**src/rtl/alu_issue_if.sv**
```systemverilog
// Issue bundle between the decode/regfile stage, the ALU issue register and the ALU.
// The issue unit itself sits on the slave side; the surrounding pipeline uses master.
interface alu_issue_if;
   logic        in_valid;
   logic        in_ready;
   logic [31:0] instr;
   logic [31:0] rs1_data;
   logic [31:0] rs2_data;
   logic        flush;

   logic        out_valid;
   logic        out_ready;
   logic [31:0] A;
   logic [31:0] B;
   logic        isAdd, isSub, isMul, isDiv, isMod, isCmp, isAnd;
   logic        isOr, isNot, isMov, isLsl, isLsr, isAsr;
   logic [3:0]  rd;
   logic        wb_en;
   logic        illegal;
   logic        alu_eq;
   logic        alu_gt;
   logic        flag_eq;
   logic        flag_gt;

   modport slave (
      input  in_valid, instr, rs1_data, rs2_data, flush, out_ready, alu_eq, alu_gt,
      output in_ready, out_valid, A, B, rd, wb_en, illegal, flag_eq, flag_gt,
      output isAdd, isSub, isMul, isDiv, isMod, isCmp, isAnd,
      output isOr, isNot, isMov, isLsl, isLsr, isAsr
   );

   modport master (
      output in_valid, instr, rs1_data, rs2_data, flush, out_ready, alu_eq, alu_gt,
      input  in_ready, out_valid, A, B, rd, wb_en, illegal, flag_eq, flag_gt,
      input  isAdd, isSub, isMul, isDiv, isMod, isCmp, isAnd,
      input  isOr, isNot, isMov, isLsl, isLsr, isAsr
   );
endinterface

```
**src/rtl/alu_issue_unit.sv**
```systemverilog
// SimpleRISC ALU issue stage: decodes one instruction into a registered operand/control
// bundle behind a valid/ready handshake, and owns the architectural eq/gt flags.
module alu_issue_unit (
   input  logic       clk,
   input  logic       rst,
   alu_issue_if.slave bus
);

   localparam int unsigned NumCtrl = 13;
   localparam int unsigned CtrlAdd = 0;
   localparam int unsigned CtrlCmp = 5;

   localparam logic [4:0] OpLastAlu = 5'b01100;
   localparam logic [4:0] OpCmp     = 5'b00101;
   localparam logic [4:0] OpLd      = 5'b01110;
   localparam logic [4:0] OpSt      = 5'b01111;
   localparam logic [4:0] OpLastDef = 5'b10100;

   logic [4:0]  opcode;
   logic        imm_sel;
   logic [1:0]  imm_mod;
   logic [15:0] imm;
   logic [31:0] imm_ext;

   logic [NumCtrl-1:0] ctrl_dec;
   logic               wb_dec;
   logic               illegal_dec;
   logic               accept;
   logic               in_ready;

   logic               out_valid_d, out_valid_q;
   logic [31:0]        a_d, a_q;
   logic [31:0]        b_d, b_q;
   logic [NumCtrl-1:0] ctrl_d, ctrl_q;
   logic [3:0]         rd_d, rd_q;
   logic               wb_en_d, wb_en_q;
   logic               illegal_d, illegal_q;
   logic               flag_eq_d, flag_eq_q;
   logic               flag_gt_d, flag_gt_q;

   assign opcode  = bus.instr[31:27];
   assign imm_sel = bus.instr[26];
   assign imm_mod = bus.instr[17:16];
   assign imm     = bus.instr[15:0];

   always_comb begin
      case (imm_mod)
         2'b01:   imm_ext = {16'h0000, imm};
         2'b10:   imm_ext = {imm, 16'h0000};
         default: imm_ext = {{16{imm[15]}}, imm};
      endcase
   end

   // Opcodes 0..12 map straight onto the control index; ld/st reuse the adder for addressing.
   always_comb begin
      ctrl_dec    = '0;
      wb_dec      = 1'b0;
      illegal_dec = 1'b0;
      if (opcode <= OpLastAlu) begin
         ctrl_dec = NumCtrl'(1) << opcode;
         wb_dec   = (opcode != OpCmp);
      end else if (opcode == OpLd || opcode == OpSt) begin
         ctrl_dec[CtrlAdd] = 1'b1;
         wb_dec            = (opcode == OpLd);
      end else if (opcode > OpLastDef) begin
         illegal_dec = 1'b1;
      end
   end

   assign in_ready = (!out_valid_q || bus.out_ready) && !bus.flush;
   assign accept   = bus.in_valid && in_ready;

   always_comb begin
      out_valid_d = out_valid_q;
      a_d         = a_q;
      b_d         = b_q;
      ctrl_d      = ctrl_q;
      rd_d        = rd_q;
      wb_en_d     = wb_en_q;
      illegal_d   = illegal_q;
      flag_eq_d   = flag_eq_q;
      flag_gt_d   = flag_gt_q;

      if (bus.flush) begin
         out_valid_d = 1'b0;
      end else if (accept) begin
         out_valid_d = 1'b1;
         a_d         = bus.rs1_data;
         b_d         = imm_sel ? imm_ext : bus.rs2_data;
         ctrl_d      = ctrl_dec;
         rd_d        = bus.instr[25:22];
         wb_en_d     = wb_dec;
         illegal_d   = illegal_dec;
      end else if (bus.out_ready) begin
         out_valid_d = 1'b0;
      end

      // A cmp that transfers this cycle has completed, so a concurrent flush does not stop it.
      if (out_valid_q && bus.out_ready && ctrl_q[CtrlCmp]) begin
         flag_eq_d = bus.alu_eq;
         flag_gt_d = bus.alu_gt;
      end
   end

   always_ff @(posedge clk or posedge rst) begin
      if (rst) begin
         out_valid_q <= 1'b0;
         a_q         <= '0;
         b_q         <= '0;
         ctrl_q      <= '0;
         rd_q        <= '0;
         wb_en_q     <= 1'b0;
         illegal_q   <= 1'b0;
         flag_eq_q   <= 1'b0;
         flag_gt_q   <= 1'b0;
      end else begin
         out_valid_q <= out_valid_d;
         a_q         <= a_d;
         b_q         <= b_d;
         ctrl_q      <= ctrl_d;
         rd_q        <= rd_d;
         wb_en_q     <= wb_en_d;
         illegal_q   <= illegal_d;
         flag_eq_q   <= flag_eq_d;
         flag_gt_q   <= flag_gt_d;
      end
   end

   assign bus.in_ready  = in_ready;
   assign bus.out_valid = out_valid_q;
   assign bus.A         = a_q;
   assign bus.B         = b_q;
   assign bus.rd        = rd_q;
   assign bus.wb_en     = wb_en_q;
   assign bus.illegal   = illegal_q;
   assign bus.flag_eq   = flag_eq_q;
   assign bus.flag_gt   = flag_gt_q;

   assign bus.isAdd = ctrl_q[0];
   assign bus.isSub = ctrl_q[1];
   assign bus.isMul = ctrl_q[2];
   assign bus.isDiv = ctrl_q[3];
   assign bus.isMod = ctrl_q[4];
   assign bus.isCmp = ctrl_q[5];
   assign bus.isAnd = ctrl_q[6];
   assign bus.isOr  = ctrl_q[7];
   assign bus.isNot = ctrl_q[8];
   assign bus.isMov = ctrl_q[9];
   assign bus.isLsl = ctrl_q[10];
   assign bus.isLsr = ctrl_q[11];
   assign bus.isAsr = ctrl_q[12];

endmodule

```
**src/flat_wrapper.sv**
```systemverilog
// flat-port wrapper written by rule: the top's interface ports become plain ports
module alu_issue_unit_flat 
  (clk, rst, bus_in_valid, bus_instr, bus_rs1_data, bus_rs2_data, bus_flush, bus_out_ready, bus_alu_eq, bus_alu_gt, bus_in_ready, bus_out_valid, bus_A, bus_B, bus_rd, bus_wb_en, bus_illegal, bus_flag_eq, bus_flag_gt, bus_isAdd, bus_isSub, bus_isMul, bus_isDiv, bus_isMod, bus_isCmp, bus_isAnd, bus_isOr, bus_isNot, bus_isMov, bus_isLsl, bus_isLsr, bus_isAsr);
  alu_issue_if bus_i ();
  input  logic clk;
  input  logic rst;
  input wire logic [$bits(bus_i.in_valid)-1:0] bus_in_valid;
  input wire logic [$bits(bus_i.instr)-1:0] bus_instr;
  input wire logic [$bits(bus_i.rs1_data)-1:0] bus_rs1_data;
  input wire logic [$bits(bus_i.rs2_data)-1:0] bus_rs2_data;
  input wire logic [$bits(bus_i.flush)-1:0] bus_flush;
  input wire logic [$bits(bus_i.out_ready)-1:0] bus_out_ready;
  input wire logic [$bits(bus_i.alu_eq)-1:0] bus_alu_eq;
  input wire logic [$bits(bus_i.alu_gt)-1:0] bus_alu_gt;
  output wire logic [$bits(bus_i.in_ready)-1:0] bus_in_ready;
  output wire logic [$bits(bus_i.out_valid)-1:0] bus_out_valid;
  output wire logic [$bits(bus_i.A)-1:0] bus_A;
  output wire logic [$bits(bus_i.B)-1:0] bus_B;
  output wire logic [$bits(bus_i.rd)-1:0] bus_rd;
  output wire logic [$bits(bus_i.wb_en)-1:0] bus_wb_en;
  output wire logic [$bits(bus_i.illegal)-1:0] bus_illegal;
  output wire logic [$bits(bus_i.flag_eq)-1:0] bus_flag_eq;
  output wire logic [$bits(bus_i.flag_gt)-1:0] bus_flag_gt;
  output wire logic [$bits(bus_i.isAdd)-1:0] bus_isAdd;
  output wire logic [$bits(bus_i.isSub)-1:0] bus_isSub;
  output wire logic [$bits(bus_i.isMul)-1:0] bus_isMul;
  output wire logic [$bits(bus_i.isDiv)-1:0] bus_isDiv;
  output wire logic [$bits(bus_i.isMod)-1:0] bus_isMod;
  output wire logic [$bits(bus_i.isCmp)-1:0] bus_isCmp;
  output wire logic [$bits(bus_i.isAnd)-1:0] bus_isAnd;
  output wire logic [$bits(bus_i.isOr)-1:0] bus_isOr;
  output wire logic [$bits(bus_i.isNot)-1:0] bus_isNot;
  output wire logic [$bits(bus_i.isMov)-1:0] bus_isMov;
  output wire logic [$bits(bus_i.isLsl)-1:0] bus_isLsl;
  output wire logic [$bits(bus_i.isLsr)-1:0] bus_isLsr;
  output wire logic [$bits(bus_i.isAsr)-1:0] bus_isAsr;
  assign bus_i.in_valid = bus_in_valid;
  assign bus_i.instr = bus_instr;
  assign bus_i.rs1_data = bus_rs1_data;
  assign bus_i.rs2_data = bus_rs2_data;
  assign bus_i.flush = bus_flush;
  assign bus_i.out_ready = bus_out_ready;
  assign bus_i.alu_eq = bus_alu_eq;
  assign bus_i.alu_gt = bus_alu_gt;
  assign bus_in_ready = bus_i.in_ready;
  assign bus_out_valid = bus_i.out_valid;
  assign bus_A = bus_i.A;
  assign bus_B = bus_i.B;
  assign bus_rd = bus_i.rd;
  assign bus_wb_en = bus_i.wb_en;
  assign bus_illegal = bus_i.illegal;
  assign bus_flag_eq = bus_i.flag_eq;
  assign bus_flag_gt = bus_i.flag_gt;
  assign bus_isAdd = bus_i.isAdd;
  assign bus_isSub = bus_i.isSub;
  assign bus_isMul = bus_i.isMul;
  assign bus_isDiv = bus_i.isDiv;
  assign bus_isMod = bus_i.isMod;
  assign bus_isCmp = bus_i.isCmp;
  assign bus_isAnd = bus_i.isAnd;
  assign bus_isOr = bus_i.isOr;
  assign bus_isNot = bus_i.isNot;
  assign bus_isMov = bus_i.isMov;
  assign bus_isLsl = bus_i.isLsl;
  assign bus_isLsr = bus_i.isLsr;
  assign bus_isAsr = bus_i.isAsr;
  alu_issue_unit u_core (.clk(clk), .rst(rst), .bus(bus_i));
endmodule
```
**config.mk**
```make
export PLATFORM = sky130hd
export DESIGN_NAME = alu_issue_unit_flat
export DESIGN_NICKNAME = d
export VERILOG_FILES = /design/src/rtl/alu_issue_if.sv /design/src/rtl/alu_issue_unit.sv /design/src/flat_wrapper.sv
export SDC_FILE = /design/constraint.sdc
export NUM_CORES = 1
export LEC_CHECK = 0
export ABC_AREA = 1
export CORE_MARGIN = 1
export CORE_UTILIZATION = 45
export CTS_CLUSTER_SIZE = 16
export DETAILED_ROUTE_END_ITERATION = 12
export GPL_TIMING_DRIVEN = 0
export PLACE_DENSITY_LB_ADDON = 0.2
export SYNTH_ARGS = -nofsm -noshare
export SYNTH_HDL_FRONTEND = slang
export SYNTH_SLANG_ARGS = --single-unit
```
**constraint.sdc**
```tcl
create_clock -name clk -period 6.5 [get_ports clk]
set_input_delay 0.975 -clock clk [delete_from_list [all_inputs] [get_ports clk]]
set_output_delay 0.975 -clock clk [all_outputs]
set_load 0.03 [all_outputs]
```
==> impl_results.md, run 1 <==
- Status: completed
- Worst Hold Launch: u_core.ctrl_q[9]
- Iter 0 DRT Violations: 166
- Worst Hold Depth: 2
- Largest net degree at the start of global routing: 48
- Postcts setup bufs: 0
- Setup TNS: 0 ns
- Post-synth top area cell: dfrtp_1
- Critical path origin: bus_out_ready
- Fmax: 304 MHz
- WL final: 11400 µm
- Top cells by area, synth: dfrtp_1 (51%), nand2_1 (26%), buf_6 (2.9%)
- Clk slew on worst S/H paths: 0.08 ns
- Vias: 4084
- DRC: 0
- Setup violators final: 0
- I/O Pins: 190
- IO buf count: 183
- Die area: 9740 µm²
- Cells after synthesis: 532
- Most common cell after layout, fill and taps aside: nand2_1
- Pwr dens: 238 nW/µm²
- Critical path data required time: 5.52 ns
- R2R Path Start: u_core.bus.out_valid
- TritonCTS Buffers: 9
- Logic pwr share: 34.4%
- Crit path time final: 3.29 ns
- Placeable Area: 8890 µm²
- Post-Place Cell Area: 6210 µm²
- Hold-fix buffers, CTS: 0
- Layout Skew: 0.0120 ns
- Worst setup SP type: input pin
- Row Count: 34
- Arr. time, crit path: 2.32 ns
- Clk pwr share: 23.3%
- Pin slew with the least headroom to its limit: 0.510 ns
- Relative slew margins: 66.0%
- DR pass1 iterations: 6
- Total track usage: 24.5%
- Share of post-route cells with drive strength above 1: 11.1%
- Seq/Total Area, Yosys: 51.1%
- Final net count: 832
- Wire per inst: 13.6 µm
- RSZ-0062 raised after global routing: no
- Post-synth top area share: 51.1%
- Initial Utilization: 47.3%
- Final hold violation count: 0
- Commonest non-fill, non-tap cells in the layout: nand2_1 (291), clkdlybuf4s50_1 (183), dfrtp_1 (86)
- Synth unique cells: 22
- Switching pwr: 532 µW
- Fin crit share: 50.7%
- Slew Limit Fails: 0
- Seq pwr share: 42.3%
- CTS tree: built
- CP max FO: 3
- Reg2Reg Depth: 6
- Syn avg cell area: 7.91 µm²
- Flops & latches, synth: 86
- Cell Area, Synth: 4210 µm²
- Via/cell ratio: 4.86
- Internal: 991 µW
- CTS Root Cell: clkbuf_8
- Routability congestion estimate: 0.950
- Die Y: 98.7 µm
- Antenna diodes: 0
- DPL Wire Length: 8770 µm
- CTS Buffer Depth: 2
- Hold crit path type: flop to flop
- Worst VDD drop: 0.139 mV
- H-tree depth: 3
- ANT nets after route: 0
- Vias in the first global route: 4011
- Area Overhead vs Synth: 52.0%
- Lkg Pwr: 0.00328 µW
- Final instance area: 6400 µm²
- CP endpoint kind: output pin
- Critical path class: input pin to output pin
- Max-Cap Viols: 0
- Sw Ratio: 35.0%
- Initial antenna violation count: 0
- Clock latency on the worst-skew pair: 0.35 ns
- Cts repair resizes: 0
- Num Clock Sinks: 86
- Syn Nets: 637
- Total grt overflow: 0
- First-pass GRT wire length: 19000 µm
- Die width: 98.7 µm
- Synth warn: 0
- FILL cells: 714
-- sequential cells by signal (all words and copies together), names as in the netlist --
register / flops
u_core.bus.A: 32
u_core.bus.flag_eq: 1
u_core.bus.illegal: 1
u_core.bus.out_valid: 1
u_core.bus.B: 32
u_core.ctrl_q: 13
u_core.bus.rd: 4
u_core.bus.wb_en: 1
u_core.bus.flag_gt: 1
-- Yosys cell counts --
cell type and instances:
a21oi_1 1, buf_2 8, buf_4 4, buf_6 11, buf_8 1, clkbuf_1 2, clkbuf_8 2, dfrtp_1 86
ha_1 2, inv_1 32, inv_2 3, nand2_1 291, nand2_2 10, nand3_1 23, nand3_2 11, nand3_4 1
nand4_1 1, nor2_1 14, nor2_4 2, o21ai_0 9, o21ai_1 8, o21ai_2 10
-- worst max-delay path, cell delays in order --
cell             delay [ns]
clkdlybuf4s50_1        0.47
inv_1                  0.05
nand2_2                0.07
nand2_1                0.05
inv_1                  0.04
clkdlybuf4s50_1        0.66
-- through the flow --
stage / util (%) / std cells / hold WS, ns / setup WS, ns / total power (µW)
final: 72.0 / 840 / 0.482 / 3.21 / 1520
after global placement: 69.5 / 823 / 0.460 / 1.98 / 1170
after CTS: 72.0 / 840 / 0.487 / 3.20 / 1540
after floorplan: - / 532 / 0.653 / 3.30 / 931
after detailed placement: 69.8 / 824 / 0.464 / 3.19 / 1180
after global routing: 72.0 / 840 / 0.497 / 3.12 / 1600
-- area by class of cell --
type                            instances  area (µm²)  share of cell area, %
Buffer                                 28         244                   3.81
Clock buffer                           10         138                   2.15
Clock inverter                          6        53.8                  0.841
Inverter                               35         134                   2.09
Multi-Input combinational cell        383        1680                   26.3
Sequential cell                        86        2150                   33.6
Tap cell                              108         135                   2.11
Timing Repair Buffer                  184        1860                   29.1
-- metal layers --
metal / routed length, µm / GRT usage (%) / vias up
met1: 5110 / 32.6 / 1878
met4: 331 / 10.8 / 0
li1: - / - / 2015
met2: 5250 / 39.3 / 166
met3: 703 / 4.47 / 25
met5: 0 / 0 / -
-- kinds of logic (layout without fill, tap and decap cells) --
group | count (synthesis) | in the layout | synth area share (%)
adder cells (fa/ha/maj) | 2 | 2 | 0.594
flip-flops | 86 | 86 | 51.1
AND/OR/NAND/NOR | 353 | 353 | 35.1
AO/OA/AOI/OAI | 28 | 28 | 4.22
buffers and inverters | 63 | 263 | 8.92
-- power groups by stage --
stage,logic [µW],clock network (µW),registers [µW]
after floorplan,138,0,793
after global placement,517,0,651
after detailed placement,526,0,652
after CTS,528,365,643
after global routing,562,386,653
final,524,355,644
-- worst paths after layout --
path / endpoint / slack, ns
worst max register to register: u_core.bus.B[5] / 5.25
worst max-delay path: bus_in_ready / 3.21
worst min register to register: u_core.ctrl_q[9] / 0.48
max in group asynchronous: u_core.bus.B[0] / 4.89
worst min-delay path: u_core.ctrl_q[9] / 0.48
min in group asynchronous: u_core.bus.rd[2] / 1.01
No activity file was read; power rests on OpenSTA's default activity.
==> run 2, diff against run 1 <==
- CORE_UTILIZATION: 45 -> 42
- clock period: 6.5 -> 3.4 ns (I/O delays scaled with it)
==> impl_results.md, run 2 (synthesis gave the netlist of run 1 again) <==
- Buf+Inv Stages, Crit Path: 4
- Total grt overflow: 0
- Largest net degree at the start of global routing: 63
- Cts repair resizes: 0
- WL final: 11800 µm
- Critical path data required time: 2.89 ns
- Slew Limit Fails: 0
- Final worst slack: 1.03 ns
- ANT nets after route: 0
- Vias in the first global route: 3958
- Critical path class: input pin to output pin
- Worst VDD drop: 0.236 mV
- Initial antenna violation count: 0
- Wire per inst: 13.7 µm
- Hold-fix buffers, CTS: 0
- H-tree depth: 3
- Delay-heaviest family, CP: buffers and inverters
- Most common cell after layout, fill and taps aside: nand2_1
- Final Util: 66.1%
- Layout Skew: 0.00927 ns
- Die width: 102 µm
- Iter 0 DRT Violations: 134
- CTS Buffer Depth: 2
- Logic pwr share: 34.2%
- Setup TNS: 0 ns
- Worst setup SP type: input pin
- Routability congestion estimate: 0.907
- Fmax: 422 MHz
- Postcts setup bufs: 0
- Pin slew with the least headroom to its limit: 0.405 ns
- Lkg Pwr: 0.00328 µW
- Max-Cap Viols: 0
- Sequential cell area: 2150 µm²
- Die Y: 102 µm
- Commonest non-fill, non-tap cells in the layout: nand2_1 (291), clkdlybuf4s50_1 (183), dfrtp_1 (86)
- Clock latency on the worst-skew pair: 0.36 ns
- CTS Root Cell: clkbuf_8
- Die area: 10400 µm²
- Switching pwr: 1050 µW
- Crit path time final: 2.37 ns
- TritonCTS Buffers: 9
- Share of post-route cells with drive strength above 1: 11.1%
- Slowest cell on the critical path: clkdlybuf4s50_1
- Status: completed
- Initial Utilization: 43.3%
- CP endpoint kind: output pin
- Final net count: 832
- FILL cells: 865
- Fin crit share: 69.7%
- Final hold violation count: 0
- Via/cell ratio: 4.68
- DP Worst Slack: 1.02 ns
- Setup violators final: 0
- Arr. time, crit path: 1.86 ns
- Max incr delay on CP: 0.66 ns
- IO buf count: 183
- Placeable Area: 9730 µm²
- DR pass1 iterations: 5
- DPL Wire Length: 9080 µm
- CP max FO: 3
- Row Count: 36
- Seq pwr share: 41.9%
- Hold crit path type: input pin to async pin
- Sw Ratio: 35.9%
- Clk slew on worst S/H paths: 0.11 ns
- Pwr dens: 457 nW/µm²
- Clk pwr share: 23.9%
- DRC: 0
- Area Overhead vs Synth: 52.7%
- Worst path cell trace: clkdlybuf4s50_1, inv_1, nand2_2, nand2_1, inv_1, clkdlybuf4s50_1
- Relative slew margins: 73.0%
- CTS tree: built
- First-pass GRT wire length: 18900 µm
- Num Clock Sinks: 86
- I/O Pins: 190
- Antenna diodes: 0
- RSZ-0062 raised after global routing: no
- Total track usage: 23.4%
- Internal: 1880 µW
- Vias: 4045
- Area occupied by multi-input gates: 1680 µm²
==> run 2: worst paths after layout <==
kind / startpoint / end / slack [ns] / cells past startpoint
min reg2reg: u_core.bus.B[4] / u_core.bus.B[4] / 0.49 / 2
min in group clk: u_core.bus.B[4] / u_core.bus.B[4] / 0.49 / 2
max: bus_out_ready / bus_in_ready / 1.03 / 6
max reg2reg: u_core.bus.out_valid / u_core.bus.A[23] / 2.15 / 6
min: rst / u_core.bus.A[2] / 0.49 / 2
max in group asynchronous: rst / u_core.bus.B[30] / 2.29 / 3
==> run 2: through the flow <==
stage / hold slack [ns] / std cells / total power (µW) / area [µm²]
2_1_floorplan: 0.573 / 532 / 1780 / 4210
3_3_place_gp: 0.460 / 848 / 2230 / 6210
3_5_place_dp: 0.464 / 849 / 2260 / 6240
4_1_cts: 0.481 / 865 / 2960 / 6430
5_1_grt: 0.498 / 865 / 3080 / 6430
6_report: 0.486 / 865 / 2940 / 6430
==> run 2: cell type report <==
type	count	area share [%]
clock inverters	7	1.03
flip-flops and latches	86	33.5
clock buffers	9	1.93
inverters	35	2.08
plain buffers	28	3.80
well taps	133	2.59
multi-input cells	383	26.2
repair buffers	184	28.9
==> run 2: power by group through the flow <==
stage | registers, µW | clock network [µW] | logic, µW
2_1_floorplan | 1520 | 0 | 263
3_3_place_gp | 1240 | 0 | 991
3_5_place_dp | 1250 | 0 | 1010
4_1_cts | 1230 | 716 | 1010
5_1_grt | 1250 | 759 | 1080
6_report | 1230 | 702 | 1000
==> run 2: metal layers <==
metal	GRT usage (%)	part of all wire, %	up-vias
met4	10.3	3.0	0
li1	-	-	2007
met5	0	0	-
met1	30.3	44	1871
met2	37.9	47	141
met3	4.72	6.3	26
==> run 3, diff against run 2 <==
- clock period: 3.4 -> 2.2 ns (I/O delays scaled with it)
==> impl_results.md, run 3 (synthesis gave the netlist of run 1 again) <==
- Initial Utilization: 43.3%
- Hold WS: 0.254 ns
- Critical path data required time: 1.87 ns
- Max incr delay on CP: 0.66 ns
- Final worst slack: 0.180 ns
- Met3 wire length: 676 µm
- CP endpoint kind: output pin
- Via/cell ratio: 4.66
- Vias in the first global route: 3829
- Clock latency on the worst-skew pair: 0.35 ns
- Area occupied by multi-input gates: 1680 µm²
- Fin crit share: 91.8%
- Setup TNS: 0 ns
- Status: completed
- Lkg Pwr: 0.00330 µW
- Most common cell after layout, fill and taps aside: nand2_1
- Largest net degree at the start of global routing: 42
- Die width: 102 µm
- Num Clock Sinks: 86
- First-pass GRT wire length: 18600 µm
- Routability congestion estimate: 0.881
- CTS Root Cell: clkbuf_8
- Crit path time final: 2.02 ns
- CTS Buffer Depth: 2
- CTS tree: built
- Final hold violation count: 0
- Slowest cell on the critical path: clkdlybuf4s50_1
- IO buf count: 183
- Pwr dens: 730 nW/µm²
- Area Overhead vs Synth: 54.0%
- DRC: 0
- Share of post-route cells with drive strength above 1: 11.2%
- Antenna diodes: 0
- H-tree depth: 3
- Sequential cell area: 2150 µm²
- Setup violators final: 0
- RSZ-0062 raised after global routing: no
- Total track usage: 23.2%
- Total grt overflow: 0
- TritonCTS Buffers: 9
- DRT met1 WL: 5230 µm
- Hold-fix buffers, CTS: 0
- Wire per inst: 13.8 µm
- Clk slew on worst S/H paths: 0.10 ns
- DP Worst Slack: 0.152 ns
- Die Y: 102 µm
- Critical path class: input pin to output pin
- Iter 0 DRT Violations: 130
- FILL cells: 836
- Commonest non-fill, non-tap cells in the layout: nand2_1 (291), clkdlybuf4s50_1 (183), dfrtp_1 (86)
- CP max FO: 3
- Worst setup SP type: input pin
- Placeable Area: 9730 µm²
- Final Util: 66.6%
- Max Used Layer: met4
- Pin slew with the least headroom to its limit: 0.399 ns
- Initial antenna violation count: 0
- ANT nets after route: 0
- Vias: 4034
- Cts repair resizes: 0
- DPL Wire Length: 9040 µm
- Relative slew margins: 73.4%
- I/O Pins: 190
- Die area: 10400 µm²
- DR pass1 iterations: 4
- Layout Skew: 0.00911 ns
- Worst VDD drop: 0.405 mV
- Slew Limit Fails: 0
- Worst path cell trace: clkdlybuf4s50_1, inv_1, nand2_2, nand2_1, inv_1, clkdlybuf4s50_1
- Hold crit path type: input pin to async pin
- Fmax: 495 MHz
- WL final: 11900 µm
- Arr. time, crit path: 1.69 ns
- Row Count: 36
- Max-Cap Viols: 0
- Final net count: 833
- WL met2: 5790 µm
- Postcts setup bufs: 0
==> run 3: cell types whose count changed in the layout (fill, tap and decap cells not counted) <==
| cell | delta |
|---|---|
| buf_12 | +2 |
| buf_16 | -1 |
| bufinv_16 | +2 |
| clkinv_4 | +1 |
| inv_4 | -1 |
| inv_8 | -2 |
==> run 3: where the power goes <==
group	total (µW)	leakage, µW	internal (µW)	switching (µW)
clock network	1280	0.000112	656	620
logic	1550	0.00209	684	868
registers	1900	0.00110	1790	116
total	4730	0.00330	3130	1600
==> run 3: per-layer routing <==
layer | global-route usage (%) | vias to the layer above
met5 | 0 | -
met4 | 7.91 | 0
met3 | 4.92 | 16
met2 | 38.7 | 129
met1 | 30.0 | 1882
li1 | - | 2007
==> run 3: cell type report <==
type                    count  share of cell area, %
clock buffers               9                   1.91
inverters                  35                   2.09
multi-input cells         383                   26.0
well taps                 133                   2.57
plain buffers              28                   3.77
repair buffers            185                   28.9
clock inverters             7                   1.62
flip-flops and latches     86                   33.2
==> run 3: stage by stage <==
step                      total power [µW]  area (µm²)  cells
after detailed placement              3490        6250    850
after CTS                             4770        6480    866
after global placement                3450        6210    848
after global routing                  4960        6480    866
after floorplan                       2750        4210    532
final                                 4730        6480    866
==> run 3: worst max-delay path, delay by kind of cell <==
kind,cells,cell delay [ns]
buffers and inverters,4,1.24
and+or+nand+nor,2,0.12
==> run 3: final timing paths <==
| kind | from | end | slack, ns | cells after the start |
|---|---|---|---|---|
| setup / recovery | bus_out_ready | bus_in_ready | 0.18 | 6 |
| hold / removal | rst | u_core.bus.A[4] | 0.25 | 2 |
| setup reg to reg | u_core.bus.out_valid | u_core.bus.B[5] | 0.94 | 6 |
| hold reg to reg | u_core.bus.A[29] | u_core.bus.A[29] | 0.49 | 2 |
| max in group asynchronous | rst | u_core.bus.B[17] | 1.46 | 3 |
| min in group clk | bus_instr[30] | u_core.ctrl_q[11] | 0.34 | 3 |
